File: src/rtl/alu4_rr_sched_if.sv
// Bundle of the requester, response and shared-ALU signals around alu4_rr_sched.
// The slave modport is the scheduler's view; the master modport is the view of the
// surroundings (two issuing units plus the external alu4 instance).
interface alu4_rr_sched_if #(
    parameter int DATA_W = 4,
    parameter int CTL_W  = 2
);
    logic              req0_valid;
    logic              req0_ready;
    logic [CTL_W-1:0]  req0_ctl;
    logic [DATA_W-1:0] req0_a;
    logic [DATA_W-1:0] req0_b;

    logic              req1_valid;
    logic              req1_ready;
    logic [CTL_W-1:0]  req1_ctl;
    logic [DATA_W-1:0] req1_a;
    logic [DATA_W-1:0] req1_b;

    logic              rsp0_valid;
    logic              rsp0_ready;
    logic [DATA_W-1:0] rsp0_data;
    logic [2:0]        rsp0_flags;

    logic              rsp1_valid;
    logic              rsp1_ready;
    logic [DATA_W-1:0] rsp1_data;
    logic [2:0]        rsp1_flags;

    logic [CTL_W-1:0]  alu_ctl;
    logic [DATA_W-1:0] alu_a;
    logic [DATA_W-1:0] alu_b;
    logic [DATA_W-1:0] alu_out;
    logic              alu_zf;
    logic              alu_cf;
    logic              alu_sf;

    logic              busy;

    modport slave (
        input  req0_valid, req0_ctl, req0_a, req0_b,
        input  req1_valid, req1_ctl, req1_a, req1_b,
        input  rsp0_ready, rsp1_ready,
        input  alu_out, alu_zf, alu_cf, alu_sf,
        output req0_ready, req1_ready,
        output rsp0_valid, rsp0_data, rsp0_flags,
        output rsp1_valid, rsp1_data, rsp1_flags,
        output alu_ctl, alu_a, alu_b,
        output busy
    );

    modport master (
        output req0_valid, req0_ctl, req0_a, req0_b,
        output req1_valid, req1_ctl, req1_a, req1_b,
        output rsp0_ready, rsp1_ready,
        output alu_out, alu_zf, alu_cf, alu_sf,
        input  req0_ready, req1_ready,
        input  rsp0_valid, rsp0_data, rsp0_flags,
        input  rsp1_valid, rsp1_data, rsp1_flags,
        input  alu_ctl, alu_a, alu_b,
        input  busy
    );
endinterface

File: src/rtl/alu4_rr_sched.sv
// Round-robin scheduler sharing one external combinational alu4 between two requesters.
// One op in flight: IDLE accepts, ISSUE holds operands for SETTLE_CYC cycles, RESP
// presents the captured result to the granted requester until it is consumed.
// SETTLE_CYC must lie in 1..15 (cnt is 4 bits).
module alu4_rr_sched #(
    parameter int DATA_W     = 4,
    parameter int CTL_W      = 2,
    parameter int SETTLE_CYC = 1
) (
    input logic            clk,
    input logic            rst_n,
    alu4_rr_sched_if.slave bus
);
    typedef enum logic [1:0] {
        IDLE  = 2'd0,
        ISSUE = 2'd1,
        RESP  = 2'd2
    } state_t;

    localparam logic [3:0] LAST_CNT = 4'(SETTLE_CYC - 1);

    state_t            state;
    state_t            state_nxt;
    logic              last_grant;
    logic              grant_id;
    logic              winner;
    logic              accept;
    logic              settle_done;
    logic              rsp_fire;
    logic [3:0]        cnt;
    logic [CTL_W-1:0]  op_ctl;
    logic [DATA_W-1:0] op_a;
    logic [DATA_W-1:0] op_b;
    logic [DATA_W-1:0] res_data;
    logic [2:0]        res_flags;

    // Arbitration: a lone valid wins; on a tie the requester other than last_grant wins.
    always_comb begin
        // NOTE: defaults first, so every path assigns the signal and no latch is inferred.
        winner = 1'b0;
        if (bus.req0_valid && bus.req1_valid) begin
            winner = ~last_grant;
        end else if (bus.req1_valid) begin
            winner = 1'b1;
        end
    end

    assign bus.req0_ready = (state == IDLE) && bus.req0_valid && !winner;
    assign bus.req1_ready = (state == IDLE) && bus.req1_valid &&  winner;
    assign accept         = bus.req0_ready || bus.req1_ready;
    assign settle_done    = (state == ISSUE) && (cnt == LAST_CNT);
    assign rsp_fire       = (state == RESP) && (grant_id ? bus.rsp1_ready : bus.rsp0_ready);

    // Next-state logic; the response handshake returns to IDLE without a same-cycle accept.
    always_comb begin
        state_nxt = state;
        case (state)
            IDLE:    if (accept)      state_nxt = ISSUE;
            ISSUE:   if (settle_done) state_nxt = RESP;
            RESP:    if (rsp_fire)    state_nxt = IDLE;
            default:                  state_nxt = IDLE;
        endcase
    end

    // State register.
    always_ff @(posedge clk or negedge rst_n) begin
        // NOTE: sequential state uses non-blocking assignment so all flops update together.
        if (!rst_n) begin
            state <= IDLE;
        end else begin
            state <= state_nxt;
        end
    end

    // Grant bookkeeping, settle counter and operand registers feeding the alu.
    always_ff @(posedge clk or negedge rst_n) begin
        // NOTE: operand registers are reset because they drive alu_* directly and must read 0.
        if (!rst_n) begin
            last_grant <= 1'b1;
            grant_id   <= 1'b0;
            cnt        <= 4'd0;
            op_ctl     <= '0;
            op_a       <= '0;
            op_b       <= '0;
        end else if (accept) begin
            grant_id   <= winner;
            last_grant <= winner;
            cnt        <= 4'd0;
            op_ctl     <= winner ? bus.req1_ctl : bus.req0_ctl;
            op_a       <= winner ? bus.req1_a   : bus.req0_a;
            op_b       <= winner ? bus.req1_b   : bus.req0_b;
        end else if (state == ISSUE) begin
            cnt <= cnt + 4'd1;
        end
    end

    // Capture result and flags once the operands have settled for SETTLE_CYC cycles.
    always_ff @(posedge clk or negedge rst_n) begin
        if (!rst_n) begin
            res_data  <= '0;
            res_flags <= 3'b000;
        end else if (settle_done) begin
            res_data  <= bus.alu_out;
            res_flags <= {bus.alu_zf, bus.alu_cf, bus.alu_sf};
        end
    end

    assign bus.alu_ctl    = op_ctl;
    assign bus.alu_a      = op_a;
    assign bus.alu_b      = op_b;
    assign bus.rsp0_valid = (state == RESP) && !grant_id;
    assign bus.rsp1_valid = (state == RESP) &&  grant_id;
    assign bus.rsp0_data  = res_data;
    assign bus.rsp1_data  = res_data;
    assign bus.rsp0_flags = res_flags;
    assign bus.rsp1_flags = res_flags;
    assign bus.busy       = (state != IDLE);
endmodule

File: src/flat_wrapper.sv
// flat-port wrapper written by rule: the top's interface ports become plain ports
module alu4_rr_sched_flat 
#(
    parameter int DATA_W     = 4,
    parameter int CTL_W      = 2,
    parameter int SETTLE_CYC = 1
)
  (clk, rst_n, bus_req0_valid, bus_req0_ctl, bus_req0_a, bus_req0_b, bus_req1_valid, bus_req1_ctl, bus_req1_a, bus_req1_b, bus_rsp0_ready, bus_rsp1_ready, bus_alu_out, bus_alu_zf, bus_alu_cf, bus_alu_sf, bus_req0_ready, bus_req1_ready, bus_rsp0_valid, bus_rsp0_data, bus_rsp0_flags, bus_rsp1_valid, bus_rsp1_data, bus_rsp1_flags, bus_alu_ctl, bus_alu_a, bus_alu_b, bus_busy);
  alu4_rr_sched_if #(.DATA_W(DATA_W), .CTL_W(CTL_W)) bus_i ();
  input logic clk;
  input logic rst_n;
  input wire logic [$bits(bus_i.req0_valid)-1:0] bus_req0_valid;
  input wire logic [$bits(bus_i.req0_ctl)-1:0] bus_req0_ctl;
  input wire logic [$bits(bus_i.req0_a)-1:0] bus_req0_a;
  input wire logic [$bits(bus_i.req0_b)-1:0] bus_req0_b;
  input wire logic [$bits(bus_i.req1_valid)-1:0] bus_req1_valid;
  input wire logic [$bits(bus_i.req1_ctl)-1:0] bus_req1_ctl;
  input wire logic [$bits(bus_i.req1_a)-1:0] bus_req1_a;
  input wire logic [$bits(bus_i.req1_b)-1:0] bus_req1_b;
  input wire logic [$bits(bus_i.rsp0_ready)-1:0] bus_rsp0_ready;
  input wire logic [$bits(bus_i.rsp1_ready)-1:0] bus_rsp1_ready;
  input wire logic [$bits(bus_i.alu_out)-1:0] bus_alu_out;
  input wire logic [$bits(bus_i.alu_zf)-1:0] bus_alu_zf;
  input wire logic [$bits(bus_i.alu_cf)-1:0] bus_alu_cf;
  input wire logic [$bits(bus_i.alu_sf)-1:0] bus_alu_sf;
  output wire logic [$bits(bus_i.req0_ready)-1:0] bus_req0_ready;
  output wire logic [$bits(bus_i.req1_ready)-1:0] bus_req1_ready;
  output wire logic [$bits(bus_i.rsp0_valid)-1:0] bus_rsp0_valid;
  output wire logic [$bits(bus_i.rsp0_data)-1:0] bus_rsp0_data;
  output wire logic [$bits(bus_i.rsp0_flags)-1:0] bus_rsp0_flags;
  output wire logic [$bits(bus_i.rsp1_valid)-1:0] bus_rsp1_valid;
  output wire logic [$bits(bus_i.rsp1_data)-1:0] bus_rsp1_data;
  output wire logic [$bits(bus_i.rsp1_flags)-1:0] bus_rsp1_flags;
  output wire logic [$bits(bus_i.alu_ctl)-1:0] bus_alu_ctl;
  output wire logic [$bits(bus_i.alu_a)-1:0] bus_alu_a;
  output wire logic [$bits(bus_i.alu_b)-1:0] bus_alu_b;
  output wire logic [$bits(bus_i.busy)-1:0] bus_busy;
  assign bus_i.req0_valid = bus_req0_valid;
  assign bus_i.req0_ctl = bus_req0_ctl;
  assign bus_i.req0_a = bus_req0_a;
  assign bus_i.req0_b = bus_req0_b;
  assign bus_i.req1_valid = bus_req1_valid;
  assign bus_i.req1_ctl = bus_req1_ctl;
  assign bus_i.req1_a = bus_req1_a;
  assign bus_i.req1_b = bus_req1_b;
  assign bus_i.rsp0_ready = bus_rsp0_ready;
  assign bus_i.rsp1_ready = bus_rsp1_ready;
  assign bus_i.alu_out = bus_alu_out;
  assign bus_i.alu_zf = bus_alu_zf;
  assign bus_i.alu_cf = bus_alu_cf;
  assign bus_i.alu_sf = bus_alu_sf;
  assign bus_req0_ready = bus_i.req0_ready;
  assign bus_req1_ready = bus_i.req1_ready;
  assign bus_rsp0_valid = bus_i.rsp0_valid;
  assign bus_rsp0_data = bus_i.rsp0_data;
  assign bus_rsp0_flags = bus_i.rsp0_flags;
  assign bus_rsp1_valid = bus_i.rsp1_valid;
  assign bus_rsp1_data = bus_i.rsp1_data;
  assign bus_rsp1_flags = bus_i.rsp1_flags;
  assign bus_alu_ctl = bus_i.alu_ctl;
  assign bus_alu_a = bus_i.alu_a;
  assign bus_alu_b = bus_i.alu_b;
  assign bus_busy = bus_i.busy;
  alu4_rr_sched #(.DATA_W(DATA_W), .CTL_W(CTL_W), .SETTLE_CYC(SETTLE_CYC)) u_core (.clk(clk), .rst_n(rst_n), .bus(bus_i));
endmodule
File: config.mk
export PLATFORM = sky130hd
export DESIGN_NAME = alu4_rr_sched_flat
export DESIGN_NICKNAME = d
export VERILOG_FILES = /design/src/rtl/alu4_rr_sched_if.sv /design/src/rtl/alu4_rr_sched.sv /design/src/flat_wrapper.sv
export SDC_FILE = /design/constraint.sdc
export NUM_CORES = 1
export LEC_CHECK = 0
export ABC_CLOCK_PERIOD_IN_PS = 3500
export BUFFER_PORTS_ARGS = -buffer_cell sky130_fd_sc_hd__buf_2
export CORE_MARGIN = 2
export CORE_UTILIZATION = 30
export DETAILED_ROUTE_END_ITERATION = 16
export PLACE_DENSITY = 0.66
export SETUP_SLACK_MARGIN = 0.2
export SLEW_MARGIN = 20
export SYNTH_ARGS = -nofsm -noshare
export SYNTH_HDL_FRONTEND = slang
export SYNTH_SLANG_ARGS = --single-unit
File: constraint.sdc
create_clock -name clk -period 3.5 [get_ports clk]
set_input_delay 1.05 -clock clk [delete_from_list [all_inputs] [get_ports clk]]
set_output_delay 1.05 -clock clk [all_outputs]
set_load 0.05 [all_outputs]
==> summary.txt, run 1 <==
Yosys
  – Mean Syn Cell Area: 13.2 sq um
  – FF+latch count, synth: 25
  – Post-synthesis sequential area ratio: 48.4%
  – Number of enable flip-flop cells after synthesis: 0
  – Post-synth ARST share: 100%
  – Ys Warns: 0
  – Synth Cell Area: 0.00130 sq mm
  – Mapped Nets: 133
  – Synth cell types: 26
  – Post-synth top flop: dfrtp_1
  – Post-Syn Instances: 98

Clocking
  – Post-CTS Hold Buffers: 0
  – Post-CTS resize count: 0
  – Clk buf depth: 2
  – CTS buffer count: 3
  – CTS tree: yes
  – Clock slew at reported path FFs: 90 ps
  – Root Driver: clkbuf_8
  – Postcts setup bufs: 0
  – Insertion delay to the later sink of the worst-skew pair: 270 ps
  – TritonCTS Sinks: 25
  – H-tree depth: 1

STA
  – Final setup TNS: 0 ps
  – Unrepaired setup endpoints after global routing: false
  – Achievable Freq: 337 MHz
  – # setup viols final: 0
  – Max-slew violations: 0
  – Tcrit/Tclk final: 84.9%
  – Max_slew headroom: 62.4%
  – Worst Max-Slew Pin Slew: 564 ps
  – Min Tclk post-route: 2970 ps
  – Fin. Hold Viols: 0
  – Clock Skew: 2.99 ps

Layout
  – Most frequent cells in the layout: 61 x buf_2, 24 x dfrtp_1, 14 x mux2_4, 14 x mux2_2, 8 x nor2_1
  – Nets: 189
  – Final Cell Area: 0.00163 sq mm
  – Area Overhead vs Synth: 25.8%
  – Fraction of layout cells with a size suffix above 1: 63.4%
  – N_diodes: 0
  – Fillers: 395
  – Commonest non-fill, non-tap cell in the layout: buf_2

Route
  – DRT Pass-1 Iters: 3
  – Highest Signal Layer: met4
  – Antenna-violating nets left: 0
  – WL per Instance: 12.0 um
  – Vias per inst: 4.41
  – Met3 routed wirelength: 235 um
  – DRC: 0
  – Via count: 896
  – Metal2 WL: 983 um
  – Final wirelength: 2.43 mm
  – Metal-1 WL: 1.17 mm
  – DR iter-0 viols: 10

Min path
  – Hold Crit Class: reg -> reg
  – Beginning of the worst hold path: u_core.cnt[3]
  – Hold endpoint: u_core.cnt[3]
  – WHS Path Cells: 1

Critical path
  – Worst R2R Start: u_core.state[1]
  – Crit Path Max Fanout: 13
  – Worst R2R End: u_core.bus.alu_b[2]
  – Crit path kind: in -> out
  – WP data arrival: 1920 ps
  – Worst r2r path cells: 4
  – CP Launch Type: input port
  – CP Capture Type: output port
  – Worst EP required: 2450 ps
  – Reg2Reg Setup Slack: 1690 ps

Outcome
  – Status: finished clean

Global route
  – First-pass GRT wire length: 4.09 mm
  – GRT Residual Overflow: 0
  – Vias in the first global route: 874
  – Largest net degree at the start of global routing: 26
  – GR Util All Layers: 10.7%
  – Initial antenna violation count: 0

Placed design
  – Placed cell areas: 0.00158 sq mm
  – PortBufs: 61
  – Dpl hpwl: 1.88 mm
  – RD Place Congestion: 0.725

Floorplanning
  – Die Area: 0.00486 sq mm
  – Top Ports: 62
  – Number of placement rows: 23
  – Initial core utilization: 31.7%
  – Vert. Die Dim: 69.7 um
  – Die Span X: 69.7 um
  – Core area: 0.00409 sq mm

Job
  – Max cap viols: 0
-- per-stage QoR --
step	instances	utilization, %	hold slack [ps]	setup slack [ps]
after floorplan	98	-	440	381
after global placement	199	38.8	460	532
after detailed placement	199	38.8	475	526
after CTS	203	39.9	487	524
after global routing	203	39.9	509	477
final	203	39.9	481	529
-- flip-flops by register name, indices dropped and copies added, names as in the netlist --
register / count
u_core.cnt: 4
u_core.bus.rsp0_data: 4
u_core.bus.alu_a: 4
u_core.state: 2
u_core.bus.alu_ctl: 2
u_core.last_grant: 1
u_core.bus.rsp0_flags: 3
u_core.bus.alu_b: 4
u_core.grant_id: 1
-- synth_stat cells (all sizes together) (2+ instances only) --
cell | instances | area (sq um)
o21ai | 4 | 20.0
inv | 5 | 18.8
mux2i | 2 | 20.0
nor2 | 9 | 41.3
mux2 | 28 | 368
buf | 9 | 75.1
ha | 2 | 25.0
dfrtp | 24 | 601
-- worst max-delay path by stage --
stage                    from        endpoint  slack (ps)  cells past startpoint
2_1_floorplan  bus_req1_valid  bus_req1_ready         380                      3
3_3_place_gp   bus_req1_valid  bus_req0_ready         530                      4
3_5_place_dp   bus_req1_valid  bus_req0_ready         530                      4
4_1_cts        bus_req1_valid  bus_req0_ready         520                      4
5_1_grt        bus_req1_valid  bus_req0_ready         480                      4
6_report       bus_req1_valid  bus_req0_ready         530                      4
-- routing by layer --
metal | GRT usage [%] | up-vias
li1 | - | 441
met1 | 14.9 | 397
met2 | 15.6 | 53
met3 | 2.47 | 5
met4 | 5.13 | 0
met5 | 0 | -
-- critical path, cell delays in order --
cell	delay, ps
buf_2	120
a21bo_4	300
and3_2	200
buf_2	250
-- logic make-up (layout without fill, tap and decap cells) --
kind of cell / count (synthesis) / in the layout / synth area share, %
fa+ha+maj: 2 / 2 / 1.93
mux: 30 / 30 / 29.9
compound gates: 8 / 8 / 4.15
flops: 25 / 25 / 48.4
xor+xnor: 2 / 2 / 1.35
simple gates: 16 / 16 / 6.66
buf+inv: 15 / 70 / 7.63
-- final cells by class --
class | instances | area, sq um | share of cell area, %
inverter | 5 | 18.8 | 1.15
clock buffer | 3 | 41.3 | 2.53
timing repair buffer | 61 | 305 | 18.7
sequential | 25 | 627 | 38.4
multi-input combinational | 58 | 571 | 35.0
tap | 50 | 62.6 | 3.84
clock inverter | 1 | 5.00 | 0.307
Power of run 1 is not shown: default switching activity piles up to over one toggle a cycle in this logic, so the estimate is an artifact.
==> run 2, diff against run 1 <==
--- a/config.mk
+++ b/config.mk
@@ -5,12 +5,12 @@
 export SDC_FILE = /design/constraint.sdc
 export NUM_CORES = 1
 export LEC_CHECK = 0
-export ABC_CLOCK_PERIOD_IN_PS = 3500
+export ABC_CLOCK_PERIOD_IN_PS = 2700
 export BUFFER_PORTS_ARGS = -buffer_cell sky130_fd_sc_hd__buf_2
 export CORE_MARGIN = 2
 export CORE_UTILIZATION = 30
 export DETAILED_ROUTE_END_ITERATION = 16
-export PLACE_DENSITY = 0.66
+export PLACE_DENSITY = 0.68
 export SETUP_SLACK_MARGIN = 0.2
 export SLEW_MARGIN = 20
 export SYNTH_ARGS = -nofsm -noshare
==> constraint.sdc (replaced) <==
create_clock -name clk -period 2.7 [get_ports clk]
set_input_delay 0.81 -clock clk [delete_from_list [all_inputs] [get_ports clk]]
set_output_delay 0.81 -clock clk [all_outputs]
set_load 0.05 [all_outputs]
==> run 2 against run 1 <==
Effect of this change:
- utilization is 0.31 points higher
- die area stayed put
- clock-buffer cell count stayed put
- worst hold slack worse by 6.0 ps
- first-iteration DRC count is 50% lower
- clock skew is 2.0 ps higher
- largest cell class unchanged
==> summary.txt, run 2 (same netlist as run 1, synthesis figures left out) <==
Placed design
  – PortBufs: 61
  – RD Place Congestion: 0.692
  – Dpl hpwl: 1.82 mm

Clocking
  – TritonCTS Sinks: 25
  – Clk buf depth: 2
  – CTS buffer count: 3
  – Post-CTS resize count: 0
  – Insertion delay to the later sink of the worst-skew pair: 270 ps
  – Root Driver: clkbuf_8
  – CTS tree: yes
  – Postcts setup bufs: 0
  – Clock slew at reported path FFs: 90 ps
  – Post-CTS Hold Buffers: 0
  – H-tree depth: 1

Critical path
  – Reg2Reg Setup Slack: 870 ps
  – Crit Path Max Fanout: 5
  – WP data arrival: 1550 ps
  – Crit path top cell by count: buf_2
  – CP max stage cell: a21bo_4
  – Worst R2R End: u_core.bus.alu_b[3]
  – WP buf/inv: 2
  – Crit path kind: in -> out
  – Worst R2R Start: u_core.state[1]
  – CP Capture Type: output port
  – Worst r2r path cells: 4
  – Crit path max-delay family: buffers and inverters
  – Crit path largest cell delay: 210 ps
  – Worst-path cell chain: buf_2 > a21bo_4 > and3_2 > buf_2
  – CP Launch Type: input port
  – Worst EP required: 1890 ps

STA
  – Clock Skew: 5.02 ps
  – Max-slew violations: 0
  – Worst Max-Slew Pin Slew: 557 ps
  – Unrepaired setup endpoints after global routing: false
  – Min Tclk post-route: 2360 ps
  – Fin. Hold Viols: 0
  – Final setup TNS: 0 ps
  – Max_slew headroom: 62.9%
  – Tcrit/Tclk final: 87.6%
  – Achievable Freq: 423 MHz
  – # setup viols final: 0

Floorplanning
  – Number of placement rows: 23
  – Core area: 0.00409 sq mm
  – Die Area: 0.00486 sq mm
  – Top Ports: 62
  – Vert. Die Dim: 69.7 um
  – Initial core utilization: 31.7%
  – Die Span X: 69.7 um

Min path
  – WHS Path Cells: 1
  – Beginning of the worst hold path: u_core.cnt[3]
  – Hold Crit Class: reg -> reg
  – Hold endpoint: u_core.cnt[3]

Outcome
  – Status: finished clean

Layout
  – Commonest non-fill, non-tap cell in the layout: buf_2
  – Multi-input logic area: 573 sq um
  – Nets: 190
  – Fillers: 388
  – Sequential standard cell area: 627 sq um
  – N_diodes: 0
  – Area Overhead vs Synth: 26.7%
  – Most frequent cells in the layout: 61 x buf_2, 24 x dfrtp_1, 14 x mux2_4, 14 x mux2_2, 7 x nor2_1
  – Fraction of layout cells with a size suffix above 1: 64.3%

Route
  – Via count: 900
  – Vias per inst: 4.41
  – WL per Instance: 11.6 um
  – DRT Pass-1 Iters: 3
  – Final wirelength: 2.37 mm
  – Antenna-violating nets left: 0
  – DRC: 0
  – DR iter-0 viols: 5

Global route
  – First-pass GRT wire length: 4.03 mm
  – Largest net degree at the start of global routing: 26
  – Initial antenna violation count: 0
  – Vias in the first global route: 900
  – GR Util All Layers: 10.4%
  – GRT Residual Overflow: 0

Job
  – Max cap viols: 0
## run 2: how the worst max path moves through the flow
| stage | endpoint | depth (start not counted) | slack (ps) | start |
|---|---|---|---|---|
| CTS | bus_req1_ready | 4 | 310 | u_core.state[1] |
| finish | bus_req0_ready | 4 | 340 | bus_req0_valid |
| global route | bus_req1_ready | 4 | 260 | u_core.state[1] |
| floorplan | bus_req1_ready | 3 | 290 | bus_req1_valid |
| detailed placement | bus_req0_ready | 4 | 340 | bus_req0_valid |
| global placement | bus_req0_ready | 4 | 340 | bus_req0_valid |
## run 2: stage by stage
step                setup WS [ps]  util [%]  cells  hold slack, ps  instance area [sq um]
floorplan                     293         -     98             440                   1300
global placement              344      39.0    200             460                   1590
detailed placement            341      39.0    200             466                   1590
CTS                           312      40.2    204             479                   1640
global route                  256      40.2    204             514                   1640
finish                        336      40.2    204             475                   1640
## run 2: final cells by class
type / count / share of cell area (%)
Clock buffer: 3 / 2.51
Clock inverter: 1 / 0.457
Inverter: 5 / 1.14
Multi-Input combinational cell: 58 / 34.9
Sequential cell: 25 / 38.2
Tap cell: 50 / 3.81
Timing Repair Buffer: 62 / 19.0
## run 2: routing by layer
| metal | share of wire [%] | GRT usage (%) | routed length [um] | vias up |
|---|---|---|---|---|
| li1 | - | - | - | 442 |
| met1 | 50 | 14.5 | 1190 | 407 |
| met2 | 40 | 15.2 | 954 | 49 |
| met3 | 8.4 | 2.62 | 198 | 2 |
| met4 | 1.0 | 4.49 | 24 | 0 |
| met5 | 0 | 0 | 0 | - |
Power of run 2 is left out for the same reason.
